`config.mk`:
```
export PLATFORM = sky130hd
export DESIGN_NAME = ksa_multiword_adder_flat
export DESIGN_NICKNAME = d
export VERILOG_FILES = /design/src/rtl/ksa_multiword_adder_pkg.sv /design/src/rtl/ksa_multiword_adder_if.sv /design/src/rtl/ksa_nbit.sv /design/src/rtl/ksa_multiword_adder.sv /design/src/flat_wrapper.sv
export SDC_FILE = /design/constraint.sdc
export NUM_CORES = 1
export LEC_CHECK = 0
export BUFFER_PORTS_ARGS = -buffer_cell sky130_fd_sc_hd__buf_2
export CAP_MARGIN = 20
export CORE_ASPECT_RATIO = 0.9
export CORE_MARGIN = 5
export CORE_UTILIZATION = 36
export CTS_CLUSTER_DIAMETER = 200
export CTS_CLUSTER_SIZE = 16
export DETAILED_ROUTE_END_ITERATION = 16
export HOLD_SLACK_MARGIN = 0.1
export SYNTH_ARGS = -nofsm -noshare
export SYNTH_HDL_FRONTEND = slang
export SYNTH_SLANG_ARGS = --single-unit
```
`constraint.sdc`:
```
create_clock -name clk -period 7.8 [get_ports clk]
set_input_delay 0.39 -clock clk [delete_from_list [all_inputs] [get_ports clk]]
set_output_delay 0.39 -clock clk [all_outputs]
set_load 0.01 [all_outputs]
```
`src/rtl/ksa_multiword_adder_pkg.sv`:
```
// ============================================================================
//  Module      : ksa_multiword_adder_pkg
//  Description : Shared state encoding, op codes and sizing helper for the
//                multi-word Kogge-Stone adder/subtractor.
//  Revision    : 1.0 - initial release
// ============================================================================
`default_nettype none

package ksa_multiword_adder_pkg;

    typedef enum logic [1:0] {
        ST_IDLE = 2'd0,
        ST_RUN  = 2'd1,
        ST_DONE = 2'd2
    } state_e;

    localparam logic OP_ADD = 1'b0;
    localparam logic OP_SUB = 1'b1;

    // Chunk counter width; a single-bit counter is kept even for degenerate sizes.
    function automatic int ctr_width(input int words);
        return (words > 1) ? $clog2(words) : 1;
    endfunction

endpackage

`default_nettype wire

```
`src/rtl/ksa_multiword_adder_if.sv`:
```
// ============================================================================
//  Module      : ksa_multiword_adder_if
//  Description : Operand request / result response bundle of the multi-word
//                adder, with master (producer/consumer) and slave (adder) views.
//  Revision    : 1.0 - initial release
// ============================================================================
`default_nettype none

interface ksa_multiword_adder_if #(
    parameter int N     = 16,
    parameter int WORDS = 4
);
    localparam int W = N * WORDS;

    logic         in_valid;
    logic         in_ready;
    logic [W-1:0] a;
    logic [W-1:0] b;
    logic         ci;
    logic         op;

    logic         out_valid;
    logic         out_ready;
    logic [W-1:0] sum;
    logic         co;
    logic         ovf;

    modport master (
        output in_valid, a, b, ci, op, out_ready,
        input  in_ready, out_valid, sum, co, ovf
    );

    modport slave (
        input  in_valid, a, b, ci, op, out_ready,
        output in_ready, out_valid, sum, co, ovf
    );

endinterface

`default_nettype wire

```
`src/rtl/ksa_nbit.sv`:
```
// ============================================================================
//  Module      : ksa_nbit
//  Description : N-bit combinational Kogge-Stone adder with carry-in/out.
//  Revision    : 1.0 - initial release
// ============================================================================
`default_nettype none

module ksa_nbit #(
    parameter int N = 16
) (
    input  logic [N-1:0] a,
    input  logic [N-1:0] b,
    input  logic         ci,
    output logic [N-1:0] sum,
    output logic         co
);

    localparam int LEVELS = $clog2(N);

    logic [N-1:0] w_prop;
    logic [N-1:0] w_g;
    logic [N-1:0] w_p;

    assign w_prop = a ^ b;

    // Carry-in is folded into bit 0's generate, so w_g[i] ends up as the
    // carry out of bit i. Descending i lets each level update in place.
    always_comb begin
        w_p = w_prop;
        w_g = (a & b) | {{(N-1){1'b0}}, w_prop[0] & ci};
        for (int l = 0; l < LEVELS; l++) begin
            for (int i = N - 1; i >= (1 << l); i--) begin
                w_g[i] = w_g[i] | (w_p[i] & w_g[i - (1 << l)]);
                w_p[i] = w_p[i] & w_p[i - (1 << l)];
            end
        end
    end

    assign sum = w_prop ^ {w_g[N-2:0], ci};
    assign co  = w_g[N-1];

endmodule

`default_nettype wire

```
`src/rtl/ksa_multiword_adder.sv`:
```
// ============================================================================
//  Module      : ksa_multiword_adder
//  Description : Sequential W-bit adder/subtractor, one N-bit Kogge-Stone
//                chunk per clock, LSB chunk first, carry chained in a register.
//  Revision    : 1.0 - initial release
// ============================================================================
`default_nettype none

module ksa_multiword_adder
    import ksa_multiword_adder_pkg::*;
#(
    parameter int N     = 16,
    parameter int WORDS = 4
) (
    input  logic                  clk,
    input  logic                  rst_n,
    ksa_multiword_adder_if.slave  bus,
    output logic                  busy
);

    localparam int W  = N * WORDS;
    localparam int KW = ctr_width(WORDS);
    localparam logic [KW-1:0] c_LAST_K = KW'(WORDS - 1);

    state_e        r_state;
    logic [W-1:0]  r_a;
    logic [W-1:0]  r_b;
    logic [W-1:0]  r_sum;
    logic [KW-1:0] r_k;
    logic          r_carry;
    logic          r_co;
    logic          r_ovf;
    logic          r_in_ready;
    logic          r_out_valid;
    logic          r_busy;

    logic [N-1:0]  w_core_sum;
    logic          w_core_co;
    logic          w_last;
    logic          w_msb_cin;

    ksa_nbit #(
        .N (N)
    ) u_core (
        .a   (r_a[r_k*N +: N]),
        .b   (r_b[r_k*N +: N]),
        .ci  (r_carry),
        .sum (w_core_sum),
        .co  (w_core_co)
    );

    assign w_last    = (r_k == c_LAST_K);
    // Carry into the MSB recovered from its sum bit; only meaningful on the last chunk.
    assign w_msb_cin = r_a[W-1] ^ r_b[W-1] ^ w_core_sum[N-1];

    always_ff @(posedge clk or negedge rst_n) begin
        if (!rst_n) begin
            r_state     <= ST_IDLE;
            r_a         <= '0;
            r_b         <= '0;
            r_sum       <= '0;
            r_k         <= '0;
            r_carry     <= 1'b0;
            r_co        <= 1'b0;
            r_ovf       <= 1'b0;
            r_in_ready  <= 1'b1;
            r_out_valid <= 1'b0;
            r_busy      <= 1'b0;
        end else begin
            case (r_state)
                ST_IDLE: begin
                    if (bus.in_valid && r_in_ready) begin
                        r_a        <= bus.a;
                        r_b        <= (bus.op == OP_SUB) ? ~bus.b : bus.b;
                        r_carry    <= (bus.op == OP_SUB) ? 1'b1 : bus.ci;
                        r_k        <= '0;
                        r_state    <= ST_RUN;
                        r_in_ready <= 1'b0;
                        r_busy     <= 1'b1;
                    end
                end
                ST_RUN: begin
                    r_sum[r_k*N +: N] <= w_core_sum;
                    r_carry           <= w_core_co;
                    if (w_last) begin
                        r_co        <= w_core_co;
                        r_ovf       <= w_msb_cin ^ w_core_co;
                        r_out_valid <= 1'b1;
                        r_state     <= ST_DONE;
                    end else begin
                        r_k <= r_k + KW'(1);
                    end
                end
                ST_DONE: begin
                    if (bus.out_ready) begin
                        r_out_valid <= 1'b0;
                        r_in_ready  <= 1'b1;
                        r_busy      <= 1'b0;
                        r_state     <= ST_IDLE;
                    end
                end
                default: begin
                    r_out_valid <= 1'b0;
                    r_in_ready  <= 1'b1;
                    r_busy      <= 1'b0;
                    r_state     <= ST_IDLE;
                end
            endcase
        end
    end

    assign bus.in_ready  = r_in_ready;
    assign bus.out_valid = r_out_valid;
    assign bus.sum       = r_sum;
    assign bus.co        = r_co;
    assign bus.ovf       = r_ovf;
    assign busy          = r_busy;

endmodule

`default_nettype wire
```
`src/flat_wrapper.sv`:
```
// flat-port wrapper written by rule: the top's interface ports become plain ports
module ksa_multiword_adder_flat import ksa_multiword_adder_pkg::*;
#(
    parameter int N     = 16,
    parameter int WORDS = 4
)
  (clk, rst_n, busy, bus_in_valid, bus_a, bus_b, bus_ci, bus_op, bus_out_ready, bus_in_ready, bus_out_valid, bus_sum, bus_co, bus_ovf);
  ksa_multiword_adder_if #(.N(N), .WORDS(WORDS)) bus_i ();
  input  logic clk;
  input  logic rst_n;
  output logic busy;
  input wire logic [$bits(bus_i.in_valid)-1:0] bus_in_valid;
  input wire logic [$bits(bus_i.a)-1:0] bus_a;
  input wire logic [$bits(bus_i.b)-1:0] bus_b;
  input wire logic [$bits(bus_i.ci)-1:0] bus_ci;
  input wire logic [$bits(bus_i.op)-1:0] bus_op;
  input wire logic [$bits(bus_i.out_ready)-1:0] bus_out_ready;
  output wire logic [$bits(bus_i.in_ready)-1:0] bus_in_ready;
  output wire logic [$bits(bus_i.out_valid)-1:0] bus_out_valid;
  output wire logic [$bits(bus_i.sum)-1:0] bus_sum;
  output wire logic [$bits(bus_i.co)-1:0] bus_co;
  output wire logic [$bits(bus_i.ovf)-1:0] bus_ovf;
  assign bus_i.in_valid = bus_in_valid;
  assign bus_i.a = bus_a;
  assign bus_i.b = bus_b;
  assign bus_i.ci = bus_ci;
  assign bus_i.op = bus_op;
  assign bus_i.out_ready = bus_out_ready;
  assign bus_in_ready = bus_i.in_ready;
  assign bus_out_valid = bus_i.out_valid;
  assign bus_sum = bus_i.sum;
  assign bus_co = bus_i.co;
  assign bus_ovf = bus_i.ovf;
  ksa_multiword_adder #(.N(N), .WORDS(WORDS)) u_core (.clk(clk), .rst_n(rst_n), .bus(bus_i), .busy(busy));
endmodule
```
### Word-level counts from Yosys, hierarchy flattened

Cells that the tools add are included.
W data, S select, Z words.

* flip-flop bits (word level): 202
* bits of input ports: 134

* multiplexer cells: 20
* eq/ne operators: 7
* reductions and logical operators: 10
* add/subtract/negate cells: 2
* shift-type cells: 4
* bitwise operators: 143

Operator list (number)
* $shiftx A64 B7 Y16: 2
* $and A1 B1 Y1: 84
* $bwmux W64: 1
* $mux W64: 1
* $not A64 Y64: 1
* $shift A16 B34 Y64 const A: 1
* $shiftx A16 B34 Y64: 1
* $or A1 B1 Y1: 49
* $neg A6 Y34: 1
* $xor A16 B16 Y16: 2
* $and A16 B16 Y16: 1
* $or A16 B1 Y16: 1
* $reduce_and A3 Y1: 4
* $mux W2: 5
* $pmux W1 S3: 3
* $mux W1: 7
* $ne A2 B2 Y1 const B: 3
* $pmux W2 S3: 1
* $reduce_and A2 Y1: 3
* $eq A2 B2 Y1 const B: 2
* $pmux W2 S2: 1
* $xor A1 B1 Y1: 3
* $add A2 B1 Y2 const B: 1
* $eq A2 B1 Y1 const B: 1
* other kinds (6): 7

### Longest topological paths before layout

Gate-level depths: netlist of run 1.

* depth after elaboration: 14
* depth in mapped cells: 13
* gate-level depth less buffers: 11

### Cells and area by module

A second synthesis of run 1 with hierarchy kept.

* cells, all modules: 961
* area, all modules: 9825.7 µm²

By module, submodules not included
* ksa_multiword_adder: area an instance 8988.6 µm², cells an instance 854, instances 1
* ksa_nbit: area an instance 837.1 µm², cells an instance 107, instances 1

### Worst setup path before layout of run 1

OpenSTA, ideal clock, no wires.

* path kind: reg2reg
* from: register u_core.r_k[0]
* to: register u_core.r_ovf, in the netlist u_core.bus.ovf
* cell stages (with the launch flop): 12
* period minus slack after synthesis: 4083 ps
* library setup time: 125 ps
* data arrival time: 3958 ps
* slack: 3717 ps
* data required time: 7675 ps
* buffers on the path: 2
* path through: dfrtp_1 -> clkbuf_1 -> buf_1 -> mux4_2 -> ha_1 -> o21a_1 -> o211a_1 -> a31o_1 -> a41oi_2 -> xor2_2 -> xnor3_1 -> mux2_2

* cells in the longest elaborated chain, start to end: 13
* elaborated cells between the ends (all ways): 91
* classes of those cells: eq/ne: 1; shift: 2; bitwise: 87; reduce/logical: 1

Ends and longest elaborated chain
* from (decl): RTL line ksa_multiword_adder.sv:29 `logic [KW-1:0] r_k;`
* from (signal assigned): RTL line ksa_multiword_adder.sv:91 `r_k <= r_k + KW'(1);`
* $shiftx A64 B7 Y16, on equally long branches: RTL line ksa_multiword_adder.sv:45, ksa_multiword_adder.sv:46
* $and A16 B16 Y16 or $xor A16 B16 Y16 (tied branches): RTL line ksa_nbit.sv:30, ksa_nbit.sv:24
* $or A16 B1 Y16 or $and A1 B1 Y1 (tied branches): RTL line ksa_nbit.sv:30 `w_g = (a & b) | {{(N-1){1'b0}}, w_prop[0] & ci};`
* $and A1 B1 Y1 or $or A16 B1 Y16 (tied branches): RTL line ksa_nbit.sv:33, ksa_nbit.sv:30
* $or A1 B1 Y1 or $and A1 B1 Y1 (tied branches): RTL line ksa_nbit.sv:33 `w_g[i] = w_g[i] | (w_p[i] & w_g[i - (1 << l)]);`
* $and A1 B1 Y1 or $or A1 B1 Y1 (tied branches): RTL line ksa_nbit.sv:33
* $or A1 B1 Y1 or $and A1 B1 Y1 (tied branches): RTL line ksa_nbit.sv:33
* $and A1 B1 Y1 or $or A1 B1 Y1 (tied branches): RTL line ksa_nbit.sv:33
* $or A1 B1 Y1 or $and A1 B1 Y1 (tied branches): RTL line ksa_nbit.sv:33
* $or A1 B1 Y1: RTL line ksa_nbit.sv:33
* $xor A16 B16 Y16 or $and A1 B1 Y1 (tied branches): RTL line ksa_nbit.sv:39, ksa_nbit.sv:33
* $xor A1 B1 Y1 or $or A1 B1 Y1 (tied branches): RTL line ksa_multiword_adder.sv:54, ksa_nbit.sv:33
* $xor A1 B1 Y1: RTL line ksa_multiword_adder.sv:87 `r_ovf <= w_msb_cin ^ w_core_co;`
* to (signal assigned): RTL line ksa_multiword_adder.sv:87
* to (decl): RTL line ksa_multiword_adder.sv:32 `logic r_ovf;`

Several ways; a longest one is shown, not always the timed one.
A chain may end at the register's enable or synchronous reset.

### Worst setup path in the final report of run 1

Same ends and word-level chain as after synthesis.

==> metrics.txt, run 1 <==
# TYPE chip_impl_metric gauge
chip_impl_metric{name="area_delta_synth_final",unit="%"} 19.4
chip_impl_metric{name="multiInputGateArea",unit="mm^2"} 0.00418
chip_impl_metric{name="cp_max_stage_delay",unit="ns"} 0.62
chip_impl_metric{name="detail_route.wl_per_cell",unit="um"} 18.8
chip_impl_metric{name="first_global_vias",unit=""} 6515
chip_impl_metric{name="ctsLongestPathBuffers",unit=""} 3
chip_impl_info{name="synth.largest_area_cell",value="sky130_fd_sc_hd__dfrtp_1"} 1
chip_impl_metric{name="synth-async-reset-ratio",unit="%"} 100
chip_impl_info{name="path_class",value="reg2reg"} 1
chip_impl_metric{name="syn-mean-instance-area",unit="um^2"} 12.2
chip_impl_metric{name="grt_start_max_net_pins",unit=""} 121
chip_impl_info{name="slowest_stage",value="sky130_fd_sc_hd__mux4_2"} 1
chip_impl_metric{name="timing.final.hold_violations",unit=""} 0
chip_impl_metric{name="finalWirelength",unit="mm"} 24.5
chip_impl_metric{name="tns",unit="ns"} 0
chip_impl_metric{name="final-max-slew-violation-count",unit=""} 0
chip_impl_metric{name="worst-path-buf-inv",unit=""} 2
chip_impl_info{name="outcome",value="complete, no violations"} 1
chip_impl_metric{name="irDropWorstVdd",unit="uV"} 326
chip_impl_info{name="path_delay_family",value="compound AO/OA/AOI/OAI gates"} 1
chip_impl_info{name="clock-root-buffer",value="sky130_fd_sc_hd__clkbuf_16"} 1
chip_impl_info{name="synth-main-ff-cell",value="sky130_fd_sc_hd__dfrtp_1"} 1
chip_impl_metric{name="grt-ovfl-total",unit=""} 0
chip_impl_metric{name="cts_htree_levels",unit=""} 1
chip_impl_metric{name="fp.dieW",unit="um"} 181
chip_impl_metric{name="post_placement_cell_count",unit=""} 1278
chip_impl_metric{name="detail_route.drc_violations",unit=""} 0
chip_impl_metric{name="net_count_after_synthesis",unit=""} 928
chip_impl_info{name="synth.area.top_cells",value="sky130_fd_sc_hd__dfrtp_1 (53%), sky130_fd_sc_hd__mux2_2 (7.8%), sky130_fd_sc_hd__mux4_2 (7.6%)"} 1
chip_impl_metric{name="num_vias",unit=""} 6554
chip_impl_metric{name="drv.max_cap_violation_count",unit=""} 0
chip_impl_metric{name="final-setup-viol-count",unit=""} 0
chip_impl_metric{name="non_filler_instances",unit=""} 1304
chip_impl_metric{name="hold_slack",unit="ns"} 0.129
chip_impl_metric{name="synth_seq_cells",unit=""} 202
chip_impl_metric{name="worstSkewPairLatency",unit="ns"} 0.49
chip_impl_metric{name="synth-edff-count",unit=""} 0
chip_impl_metric{name="floorplan.rows",unit=""} 56
chip_impl_metric{name="antenna_violations_before_repair",unit=""} 0
chip_impl_info{name="critical_path.cell_chain",value="buf_4, mux4_2, fa_1, inv_1, fa_1, nor2b_1, o2111ai_1, a21oi_1, o41ai_2, o21a_1, xnor3_1, mux2_2"} 1
chip_impl_metric{name="drt-vias-per-instance",unit=""} 5.03
chip_impl_metric{name="total_leakage_power",unit="nW"} 5.17
chip_impl_metric{name="post_cts_repair_timing_setup_buffer_count",unit=""} 0
chip_impl_metric{name="numPortBuffers",unit=""} 202
chip_impl_metric{name="place.gp.congestion",unit=""} 0.787
chip_impl_metric{name="crit_arrival",unit="ns"} 4.61
chip_impl_metric{name="required",unit="ns"} 8.17
chip_impl_metric{name="die_y",unit="um"} 164
chip_impl_metric{name="drive_above_1_share",unit="%"} 34.7
chip_impl_metric{name="postRouteAntennaNets",unit=""} 0
chip_impl_info{name="worstSetupEndpointType",value="register"} 1
chip_impl_metric{name="n_antenna_cell",unit=""} 0
chip_impl_metric{name="post-dp-hpwl",unit="mm"} 17.8
chip_impl_metric{name="regArea",unit="mm^2"} 0.00506
chip_impl_metric{name="powerDensity",unit="mW/mm^2"} 494
chip_impl_metric{name="worst_slew_pin_slew",unit="ns"} 1.03
chip_impl_metric{name="synth_cell_type_count",unit=""} 42
chip_impl_metric{name="final_util",unit="%"} 43.5
chip_impl_metric{name="worst-path-max-fanout",unit=""} 40
chip_impl_metric{name="synth_sequential_area_ratio",unit="%"} 53.6
chip_impl_metric{name="fmax",unit="MHz"} 236
chip_impl_info{name="crit_path_start_kind",value="register"} 1
chip_impl_info{name="tritoncts_clock_tree",value="done"} 1
chip_impl_metric{name="slew_headroom",unit="%"} 31.1
chip_impl_metric{name="cts_made_buffers",unit=""} 16
chip_impl_metric{name="fp.coreArea",unit="mm^2"} 0.0259
chip_impl_metric{name="finalClockSkew",unit="ns"} 0.00946
chip_impl_metric{name="number_of_warning_messages_in_the_yosys_log",unit=""} 0
chip_impl_metric{name="initial_core_util",unit="%"} 36.4
chip_impl_metric{name="post_synth_instance_area",unit="mm^2"} 0.00944
chip_impl_metric{name="final_nets",unit=""} 1108
chip_impl_metric{name="min_period_over_period",unit="%"} 54.3
chip_impl_info{name="class_of_the_tightest_hold_or_removal_check",value="in2reg"} 1
chip_impl_metric{name="detailedRoute.firstIterationViolations",unit=""} 425
chip_impl_metric{name="cts_num_sinks",unit=""} 202
chip_impl_metric{name="num_io_pins",unit=""} 203
chip_impl_metric{name="share_of_the_synthesized_area_in_the_top_cell_type",unit="%"} 53.3
chip_impl_metric{name="grt_pass1_wl",unit="mm"} 37.7
chip_impl_info{name="rsz0062_at_grt",value="no"} 1
chip_impl_metric{name="drt_pre_antenna_iters",unit=""} 5
chip_impl_metric{name="clkSlewWorstSetupHoldPaths",unit="ns"} 0.08
chip_impl_metric{name="floorplan.die_area",unit="mm^2"} 0.0296
chip_impl_metric{name="filler_cell_count",unit=""} 2505
chip_impl_metric{name="fin_crit",unit="ns"} 4.24
chip_impl_metric{name="power",unit="mW"} 5.57
chip_impl_metric{name="grtUsageTotal",unit="%"} 16.1
chip_impl_metric{name="netlist_instances",unit=""} 771
chip_impl_info{name="timing.critical_path.mode_cell",value="sky130_fd_sc_hd__fa_1"} 1
[synthesized netlist by cell type, drive strengths merged (2+ instances only)]
master  count
mux2       65
ha         21
dfrtp     201
clkbuf     38
nor3        2
inv         9
o211ai      2
or3         3
a21boi      2
nand2b      4
a21oi      77
o21ai      33
nand2      34
a22o       48
buf        10
nor2       80
o21a        4
nand3b      2
a21o        2
xnor2      72
nor2b       3
xor2        4
nand4       4
mux4       32
nand3       2
o41ai       2
fa          2
[worst reg2reg max path, cell delays in order, from the launching register on]
cell and delay, ns:
sky130_fd_sc_hd__dfrtp_2 0.34, sky130_fd_sc_hd__buf_4 0.55, sky130_fd_sc_hd__mux4_2 0.67, sky130_fd_sc_hd__fa_1 0.45, sky130_fd_sc_hd__inv_1 0.09, sky130_fd_sc_hd__fa_1 0.20
sky130_fd_sc_hd__nor2b_1 0.07, sky130_fd_sc_hd__o2111ai_1 0.25, sky130_fd_sc_hd__a21oi_1 0.17, sky130_fd_sc_hd__o41ai_2 0.51, sky130_fd_sc_hd__o21a_1 0.26, sky130_fd_sc_hd__xnor3_1 0.30
sky130_fd_sc_hd__mux2_2 0.26
[worst paths after layout]
check / from / end / slack (ns) / cells after the start
max: u_core.r_k[0] / u_core.bus.ovf / 3.56 / 12
max reg2reg: u_core.r_k[0] / u_core.bus.ovf / 3.56 / 12
min reg2reg: u_core.busy / u_core.busy / 0.48 / 2
max in group asynchronous: rst_n / u_core.r_b[53] / 5.97 / 4
min: bus_a[29] / u_core.r_a[29] / 0.13 / 2
min in group asynchronous: rst_n / u_core.bus.sum[33] / 0.62 / 2
[kinds of logic (layout without fill, tap and decap cells)]
kind of cell / after synthesis / count (layout) / share of synthesized area (%)
buffers and inverters: 57 / 242 / 2.27
AOI/OAI and AO/OA: 180 / 180 / 12.3
muxes: 97 / 97 / 15.4
and+or+nand+nor: 135 / 135 / 5.92
DFF: 202 / 202 / 53.6
adders and majority gates: 23 / 23 / 3.21
xor gates and xnor gates: 77 / 77 / 7.37
[per-layer routing]
metal  part of all wire (%)  up-vias  routed length (um)  global-route usage (%)
li1                       -     3101                   -                       -
met1                     47     3228               11600                    23.6
met2                     45      200               10900                    25.0
met3                    6.6       25                1610                    3.54
met4                    1.5        0                 377                    2.99
met5                      0        -                   0                       0
[layout make-up]
class,count,share of cell area [%]
multi-input combinational,512,37.1
clock inverter,1,0.0777
clock buffer,22,3.94
tap,348,3.86
inverter,9,0.300
sequential,202,44.9
timing repair buffer,210,9.84
[where the power goes]
group / switching, mW / internal (mW) / leakage [nW] / total, mW
Sequential: 0.299 / 1.50 / 2.53 / 1.80
Clock: 0.375 / 0.398 / 0.220 / 0.773
Combinational: 1.74 / 1.26 / 2.42 / 3.00
[layout by cell type (no fill, tap or decap), drive strengths merged, types with 2 or more instances in the layout]
cell,instances
buf,208
dfrtp,201
nor2,80
a21oi,77
xnor2,72
mux2,65
a22o,48
nand2,34
o21ai,33
mux4,32
clkbuf,23
ha,21
inv,9
nand2b,4
nand4,4
o21a,4
xor2,4
nor2b,3
or3,3
nand3b,2
a21o,2
o211ai,2
a21boi,2
nand3,2
fa,2
nor3,2
o41ai,2
[sequential cells by signal, indices dropped and copies added, names as in the netlist]
| signal | count |
|---|---|
| u_core.bus.co | 1 |
| u_core.r_carry | 1 |
| u_core.r_b | 64 |
| u_core.busy | 1 |
| u_core.bus.ovf | 1 |
| u_core.bus.out_valid | 1 |
| u_core.bus.sum | 64 |
| u_core.bus.in_ready | 1 |
| u_core.r_state | 2 |
| u_core.r_a | 64 |
| u_core.r_k | 2 |
[stage by stage]
step	setup WS [ns]	area, um^2
finish	3.56	11300
global route	3.26	11300
CTS	3.51	11200
detailed placement	3.53	10800
global placement	3.62	10800
floorplan	3.72	9440
[what timing repair did]
action,in CTS,in global routing
endpoints found under the hold margin,16,0
hold buffers,1,0
resized for setup,0,0
No activity file was read; power rests on OpenSTA's default activity.
==> inputs of run 2 (changes only) <==
==> constraint.sdc (replaced) <==
create_clock -name clk -period 3.7 [get_ports clk]
set_input_delay 0.185 -clock clk [delete_from_list [all_inputs] [get_ports clk]]
set_output_delay 0.185 -clock clk [all_outputs]
set_load 0.01 [all_outputs]
==> run 2 against run 1 <==
Net effect:
- clock skew is 0.0041 ns higher
- global-route usage is 1.5 points higher
- largest cell class unchanged
- final cell count is 11% higher
==> metrics.txt, run 2 (synthesis gave the netlist of run 1 again) <==
# TYPE chip_impl_metric gauge
chip_impl_metric{name="clkSlewWorstSetupHoldPaths",unit="ns"} 0.07
chip_impl_info{name="slowest_stage",value="sky130_fd_sc_hd__mux4_2"} 1
chip_impl_metric{name="detail_route.wl_per_cell",unit="um"} 18.3
chip_impl_metric{name="fp.coreArea",unit="mm^2"} 0.0259
chip_impl_info{name="outcome",value="complete, no violations"} 1
chip_impl_metric{name="drt_pre_antenna_iters",unit=""} 5
chip_impl_metric{name="area_delta_synth_final",unit="%"} 34.8
chip_impl_metric{name="detailedRoute.firstIterationViolations",unit=""} 400
chip_impl_metric{name="die_y",unit="um"} 164
chip_impl_metric{name="fp.dieW",unit="um"} 181
chip_impl_metric{name="final_nets",unit=""} 1255
chip_impl_metric{name="n_antenna_cell",unit=""} 0
chip_impl_metric{name="place.gp.congestion",unit=""} 0.870
chip_impl_metric{name="crit_arrival",unit="ns"} 3.95
chip_impl_metric{name="fin_crit",unit="ns"} 3.58
chip_impl_info{name="mostFrequentLayoutCell",value="sky130_fd_sc_hd__buf_2"} 1
chip_impl_metric{name="grt-ovfl-total",unit=""} 0
chip_impl_metric{name="cp_max_stage_delay",unit="ns"} 0.52
chip_impl_metric{name="finalWirelength",unit="mm"} 26.6
chip_impl_info{name="layout_common_cells",value="sky130_fd_sc_hd__buf_2 (200), sky130_fd_sc_hd__dfrtp_1 (199), sky130_fd_sc_hd__dlygate4sd3_1 (131), sky130_fd_sc_hd__nor2_1 (80), sky130_fd_sc_hd__a21oi_1 (77)"} 1
chip_impl_metric{name="floorplan.rows",unit=""} 56
chip_impl_metric{name="antenna_violations_before_repair",unit=""} 0
chip_impl_info{name="worstSetupEndpointType",value="register"} 1
chip_impl_metric{name="postRouteAntennaNets",unit=""} 0
chip_impl_metric{name="cts_htree_levels",unit=""} 1
chip_impl_metric{name="powerDensity",unit="mW/mm^2"} 982
chip_impl_metric{name="ctsLongestPathBuffers",unit=""} 3
chip_impl_metric{name="timing.final.hold_violations",unit=""} 0
chip_impl_metric{name="tns",unit="ns"} 0
chip_impl_metric{name="required",unit="ns"} 4.07
chip_impl_info{name="class_of_the_tightest_hold_or_removal_check",value="in2reg"} 1
chip_impl_metric{name="finalClockSkew",unit="ns"} 0.0135
chip_impl_metric{name="cts_made_buffers",unit=""} 16
chip_impl_metric{name="post-dp-hpwl",unit="mm"} 18.6
chip_impl_metric{name="floorplan.die_area",unit="mm^2"} 0.0296
chip_impl_metric{name="cts_num_sinks",unit=""} 202
chip_impl_metric{name="worstSkewPairLatency",unit="ns"} 0.48
chip_impl_metric{name="grtUsageTotal",unit="%"} 17.7
chip_impl_info{name="critical_path.cell_chain",value="buf_12, mux4_2, ha_1, o21a_1, o211a_1, a31o_1, a41oi_2, xor2_2, xnor3_1, mux2_2"} 1
chip_impl_metric{name="worst-path-max-fanout",unit=""} 16
chip_impl_metric{name="first_global_vias",unit=""} 7279
chip_impl_info{name="tritoncts_clock_tree",value="done"} 1
chip_impl_info{name="rsz0062_at_grt",value="no"} 1
chip_impl_metric{name="min_period_over_period",unit="%"} 96.9
chip_impl_metric{name="drive_above_1_share",unit="%"} 31.6
chip_impl_metric{name="grt_pass1_wl",unit="mm"} 41.4
chip_impl_metric{name="worst_slew_pin_slew",unit="ns"} 0.994
chip_impl_metric{name="grt_start_max_net_pins",unit=""} 81
chip_impl_info{name="path_class",value="reg2reg"} 1
chip_impl_metric{name="initial_core_util",unit="%"} 36.4
chip_impl_metric{name="final-max-slew-violation-count",unit=""} 0
chip_impl_metric{name="drt-vias-per-instance",unit=""} 4.98
chip_impl_metric{name="num_vias",unit=""} 7236
chip_impl_metric{name="num_io_pins",unit=""} 203
chip_impl_metric{name="slew_headroom",unit="%"} 33.7
chip_impl_metric{name="drv.max_cap_violation_count",unit=""} 0
chip_impl_metric{name="detail_route.drc_violations",unit=""} 0
chip_impl_info{name="clock-root-buffer",value="sky130_fd_sc_hd__clkbuf_16"} 1
chip_impl_metric{name="layout_setup_ws",unit="ns"} 0.116
chip_impl_metric{name="final-setup-viol-count",unit=""} 0
chip_impl_metric{name="total_leakage_power",unit="nW"} 5.81
chip_impl_metric{name="irDropWorstVdd",unit="uV"} 724
chip_impl_metric{name="numPortBuffers",unit=""} 202
chip_impl_metric{name="minimum_setup_slack_after_placement",unit="ns"} 0.101
chip_impl_metric{name="fmax",unit="MHz"} 279
chip_impl_info{name="crit_path_start_kind",value="register"} 1
## run 2: changes by cell type in the layout (fill, tap and decap cells not counted)
cell,previous run,this run
sky130_fd_sc_hd__nor3_2,1,0
sky130_fd_sc_hd__o2111ai_2,0,1
sky130_fd_sc_hd__o2111ai_1,1,0
sky130_fd_sc_hd__dlygate4sd3_1,1,131
sky130_fd_sc_hd__nor3_1,1,2
sky130_fd_sc_hd__buf_12,0,4
sky130_fd_sc_hd__clkbuf_1,5,6
sky130_fd_sc_hd__buf_6,1,0
sky130_fd_sc_hd__buf_4,6,21
sky130_fd_sc_hd__buf_16,1,0
## run 2: critical path, delay by kind of cell, from the launching register on
kind	cells	cell delay, ns
buf+inv	1	0.21
xor+xnor	2	0.59
fa+ha+maj	1	0.40
compound gates	4	1.02
mux	2	0.78
flops	1	0.47
## run 2: per-stage QoR
step / hold WS, ns / instance area, um^2 / total power [mW] / instances / util, %
final: 0.150 / 12700 / 12.5 / 1452 / 49.1
after global routing: 0.138 / 12700 / 13.4 / 1452 / 49.1
after CTS: 0.135 / 12700 / 12.5 / 1450 / 49.0
after detailed placement: 0.253 / 10900 / 10.7 / 1295 / 42.2
after global placement: 0.252 / 10900 / 10.6 / 1295 / 42.2
after floorplan: -0.111 / 9440 / 7.99 / 771 / -
## run 2: worst paths after layout
| path | end | cells past startpoint | slack, ns | startpoint |
|---|---|---|---|---|
| worst max-delay path | u_core.bus.ovf | 10 | 0.12 | u_core.r_k[0] |
| worst min-delay path | u_core.busy | 4 | 0.15 | bus_in_valid |
| worst max register to register | u_core.bus.ovf | 10 | 0.12 | u_core.r_k[0] |
| worst min register to register | u_core.bus.sum[31] | 2 | 0.48 | u_core.bus.sum[31] |
| max in group asynchronous | u_core.r_b[24] | 3 | 2.28 | rst_n |
| min in group asynchronous | u_core.bus.sum[61] | 2 | 0.29 | rst_n |
## run 2: repair_timing
item / in CTS / in global routing
endpoints found under the hold margin: 206 / 0
hold buffers: 131 / 0
setup buffers: 0 / 2
setup endpoints to repair: 0 / 7
resized for setup: 0 / 1
## run 2: power by group
| group | internal, mW | switching [mW] | total [mW] | leakage [nW] |
|---|---|---|---|---|
| clock network | 0.843 | 0.776 | 1.62 | 0.221 |
| registers | 3.16 | 0.602 | 3.76 | 2.53 |
| logic | 3.19 | 3.92 | 7.11 | 3.06 |
## run 2: area by class of cell
cell class / count / area [um^2]
Fill cell: 2352 / 13200
Sequential cell: 202 / 5060
Multi-Input combinational cell: 512 / 4180
Timing Repair Buffer: 357 / 2560
Clock buffer: 23 / 448
Tap cell: 348 / 435
Inverter: 9 / 33.8
Clock inverter: 1 / 8.76
## run 2: metal layers
| layer | global-route usage (%) | wire, um | vias to the layer above | part of all wire (%) |
|---|---|---|---|---|
| met1 | 24.9 | 11900 | 3579 | 45 |
| met4 | 4.19 | 566 | 0 | 2.1 |
| li1 | - | - | 3396 | - |
| met2 | 28.3 | 12500 | 225 | 47 |
| met3 | 3.61 | 1690 | 36 | 6.3 |
| met5 | 0 | 0 | - | 0 |
==> inputs of run 3 (changes only) <==
--- a/config.mk
+++ b/config.mk
@@ -16,4 +16,5 @@
 export HOLD_SLACK_MARGIN = 0.1
 export SYNTH_ARGS = -nofsm -noshare
 export SYNTH_HDL_FRONTEND = slang
+export SYNTH_HIERARCHICAL = 1
 export SYNTH_SLANG_ARGS = --single-unit
==> run 3 against run 2 <==
Net effect:
- die area rose by 3.8%
- count of clock-buffer cells in the layout unchanged
- register-to-register slack improved by 0.20 ns
- clock power about the same
- first-iteration DRC count increased by 15%
- synthesized area rose by 4.1%
- synthesized cell count increased by 25%
- fmax is 6.0% higher
- critical path depth increased by 1
- non-clock buffer count decreased by 12
- combinational power fell by 28%
- critical path type unchanged
- critical endpoint is now u_core/bus.ovf
- largest power group unchanged
==> metrics.txt, run 3 <==
# TYPE chip_impl_metric gauge
chip_impl_info{name="synth.area.top_cells",value="sky130_fd_sc_hd__dfrtp_1 (51%), sky130_fd_sc_hd__nand2_1 (13%), sky130_fd_sc_hd__mux4_2 (7.3%)"} 1
chip_impl_metric{name="fp.dieW",unit="um"} 184
chip_impl_metric{name="fin_area",unit="mm^2"} 0.0129
chip_impl_metric{name="netlist_instances",unit=""} 961
chip_impl_metric{name="floorplan.rows",unit=""} 57
chip_impl_metric{name="post_cts_repair_timing_setup_buffer_count",unit=""} 0
chip_impl_metric{name="numPortBuffers",unit=""} 202
chip_impl_metric{name="min_period_over_period",unit="%"} 91.4
chip_impl_metric{name="ctsLongestPathBuffers",unit=""} 3
chip_impl_metric{name="synth_cell_type_count",unit=""} 53
chip_impl_info{name="path_delay_family",value="compound AO/OA/AOI/OAI gates"} 1
chip_impl_metric{name="tns",unit="ns"} 0
chip_impl_metric{name="worst-path-buf-inv",unit=""} 1
chip_impl_metric{name="drive_above_1_share",unit="%"} 22.5
chip_impl_metric{name="required",unit="ns"} 4.05
chip_impl_metric{name="synth-edff-count",unit=""} 0
chip_impl_info{name="worst_r2r_endpoint",value="u_core/bus.ovf"} 1
chip_impl_metric{name="first_global_vias",unit=""} 7971
chip_impl_metric{name="place.gp.congestion",unit=""} 0.792
chip_impl_metric{name="drt-vias-per-instance",unit=""} 4.82
chip_impl_metric{name="final_nets",unit=""} 1420
chip_impl_metric{name="placed_cell_area",unit="mm^2"} 0.0111
chip_impl_info{name="tritoncts_clock_tree",value="done"} 1
chip_impl_metric{name="postRouteAntennaNets",unit=""} 0
chip_impl_metric{name="drt_pre_antenna_iters",unit=""} 5
chip_impl_metric{name="n_antenna_cell",unit=""} 0
chip_impl_metric{name="detail_route.drc_violations",unit=""} 0
chip_impl_metric{name="number_of_warning_messages_in_the_yosys_log",unit=""} 6
chip_impl_metric{name="detailedRoute.firstIterationViolations",unit=""} 461
chip_impl_metric{name="reg2regPathDepth",unit=""} 11
chip_impl_metric{name="cts.hold.buffers_added",unit=""} 132
chip_impl_info{name="slowest_stage",value="sky130_fd_sc_hd__mux4_2"} 1
chip_impl_metric{name="cts_htree_levels",unit=""} 1
chip_impl_info{name="critical_path.cell_chain",value="buf_4, mux4_2, ha_1, a21oi_2, o211ai_2, a211oi_2, nand2_1, a221o_1, xnor2_1, xnor2_1, o21ai_0"} 1
chip_impl_metric{name="crit_arrival",unit="ns"} 3.73
chip_impl_metric{name="fp.coreArea",unit="mm^2"} 0.0270
chip_impl_info{name="mostFrequentLayoutCell",value="sky130_fd_sc_hd__nand2_1"} 1
chip_impl_metric{name="post_synth_instance_area",unit="mm^2"} 0.00983
chip_impl_metric{name="grt-ovfl-total",unit=""} 0
chip_impl_info{name="outcome",value="complete, no violations"} 1
chip_impl_info{name="clock-root-buffer",value="sky130_fd_sc_hd__clkbuf_16"} 1
chip_impl_metric{name="hold_slack",unit="ns"} 0.289
chip_impl_metric{name="grt_pass1_wl",unit="mm"} 43.5
chip_impl_metric{name="clkSlewWorstSetupHoldPaths",unit="ns"} 0.07
chip_impl_info{name="path_class",value="reg2reg"} 1
chip_impl_metric{name="cts_resized",unit=""} 0
chip_impl_metric{name="num_io_pins",unit=""} 203
chip_impl_metric{name="worst-path-max-fanout",unit=""} 20
chip_impl_metric{name="num_vias",unit=""} 7829
chip_impl_info{name="rsz0062_at_grt",value="no"} 1
chip_impl_metric{name="slew_headroom",unit="%"} 30.5
chip_impl_info{name="synth-main-ff-cell",value="sky130_fd_sc_hd__dfrtp_1"} 1
chip_impl_info{name="layout_common_cells",value="sky130_fd_sc_hd__nand2_1 (333), sky130_fd_sc_hd__buf_2 (200), sky130_fd_sc_hd__dfrtp_1 (199), sky130_fd_sc_hd__dlygate4sd3_1 (132), sky130_fd_sc_hd__o21ai_0 (101)"} 1
chip_impl_metric{name="area_delta_synth_final",unit="%"} 31.5
chip_impl_info{name="timing.critical_path.mode_cell",value="sky130_fd_sc_hd__xnor2_1"} 1
chip_impl_metric{name="cts_num_sinks",unit=""} 202
chip_impl_metric{name="finalClockSkew",unit="ns"} 0.0104
chip_impl_metric{name="total_leakage_power",unit="nW"} 6.29
chip_impl_metric{name="net_count_after_synthesis",unit=""} 1118
chip_impl_metric{name="synth_sequential_area_ratio",unit="%"} 51.5
chip_impl_metric{name="finalWirelength",unit="mm"} 27.6
chip_impl_metric{name="post-dp-hpwl",unit="mm"} 19.6
chip_impl_metric{name="powerDensity",unit="mW/mm^2"} 809
chip_impl_metric{name="floorplan.die_area",unit="mm^2"} 0.0307
chip_impl_info{name="r2r-start",value="u_core/r_k[0]"} 1
chip_impl_metric{name="setup.reg_to_reg.worst_slack",unit="ns"} 0.32
chip_impl_info{name="crit_path_start_kind",value="register"} 1
chip_impl_metric{name="initial_core_util",unit="%"} 36.4
chip_impl_metric{name="detail_route.wl_per_cell",unit="um"} 17.0
chip_impl_metric{name="fin_crit",unit="ns"} 3.38
chip_impl_metric{name="die_y",unit="um"} 167
chip_impl_metric{name="final-setup-viol-count",unit=""} 0
chip_impl_metric{name="worstSkewPairLatency",unit="ns"} 0.48
chip_impl_metric{name="timing.final.hold_violations",unit=""} 0
chip_impl_metric{name="cts_made_buffers",unit=""} 16
chip_impl_info{name="yosys.cell_count.top_type",value="sky130_fd_sc_hd__nand2_1"} 1
chip_impl_metric{name="drv.max_cap_violation_count",unit=""} 0
chip_impl_metric{name="worst_slew_pin_slew",unit="ns"} 1.04
chip_impl_metric{name="irDropWorstVdd",unit="uV"} 613
chip_impl_metric{name="grt_start_max_net_pins",unit=""} 165
chip_impl_info{name="netlist_top_cells_count",value="sky130_fd_sc_hd__nand2_1 (333), sky130_fd_sc_hd__dfrtp_1 (201), sky130_fd_sc_hd__o21ai_0 (101)"} 1
chip_impl_metric{name="cp_max_stage_delay",unit="ns"} 0.58
chip_impl_info{name="class_of_the_tightest_hold_or_removal_check",value="in2async"} 1
chip_impl_metric{name="final-max-slew-violation-count",unit=""} 0
chip_impl_info{name="worstSetupEndpointType",value="register"} 1
chip_impl_metric{name="fmax",unit="MHz"} 296
chip_impl_info{name="synth.largest_area_cell",value="sky130_fd_sc_hd__dfrtp_1"} 1
chip_impl_metric{name="antenna_violations_before_repair",unit=""} 0
chip_impl_metric{name="synth_seq_cells",unit=""} 202
chip_impl_metric{name="share_of_the_synthesized_area_in_the_top_cell_type",unit="%"} 51.2
chip_impl_metric{name="grtUsageTotal",unit="%"} 17.7
chip_impl_metric{name="synth-async-reset-ratio",unit="%"} 100
chip_impl_metric{name="syn-mean-instance-area",unit="um^2"} 10.2
[run 3: cell types whose count changed in the layout (fill, tap and decap cells not counted), sizes merged, moves of 13 or more]
cell	before	now
nor2	80	10
buf	225	212
nand2	34	333
o21ai	33	104
a21oi	77	16
mux2	65	2
a22o	48	32
[run 3: kinds of logic after synthesis]
kind of cell    after synthesis  share of synthesized area, %
xor+xnor                     79                          7.04
flops                       202                          51.5
compound gates              178                          11.5
mux                          35                          7.67
simple gates                370                          15.6
fa+ha+maj                    23                          3.08
buf+inv                      74                          3.63
[run 3: metal layers]
metal | vias up | GRT usage (%) | part of all wire [%] | wire length (um)
met5 | - | 0 | 0 | 0
li1 | 3827 | - | - | -
met4 | 0 | 3.18 | 1.7 | 476
met1 | 3771 | 24.1 | 44 | 12200
met3 | 27 | 2.46 | 4.7 | 1290
met2 | 204 | 30.4 | 49 | 13600
[run 3: metrics by stage]
step / setup WS [ns] / instances / utilization (%) / total power [mW]
floorplan: 0.147 / 961 / - / 7.03
global placement: 0.355 / 1466 / 41.2 / 8.70
detailed placement: 0.299 / 1466 / 41.2 / 8.80
CTS: 0.287 / 1622 / 47.8 / 10.5
global route: 0.0431 / 1623 / 47.9 / 11.2
finish: 0.318 / 1623 / 47.9 / 10.4
[run 3: layout make-up]
| cell class | count | area, um^2 |
|---|---|---|
| tap | 354 | 443 |
| inverter | 13 | 48.8 |
| clock inverter | 1 | 8.76 |
| clock buffer | 23 | 448 |
| sequential | 202 | 5060 |
| multi-input combinational | 685 | 4430 |
| timing repair buffer | 345 | 2480 |
| fill | 2511 | 14000 |
[run 3: power breakdown]
| part | switching (mW) | internal [mW] |
|---|---|---|
| sequential | 0.611 | 3.12 |
| combinational | 3.00 | 2.12 |
| clock | 0.762 | 0.842 |
| total | 4.37 | 6.08 |
[run 3: worst max-delay path by stage]
stage	startpoint	to	depth (start not counted)
floorplan	u_core/r_k[0]	u_core/bus.ovf	14
global route	u_core/r_k[0]	u_core/bus.ovf	11
finish	u_core/r_k[0]	u_core/bus.ovf	11
global placement	u_core/r_k[0]	u_core/bus.ovf	11
detailed placement	u_core/r_k[0]	u_core/bus.ovf	11
CTS	u_core/r_k[0]	u_core/bus.ovf	11
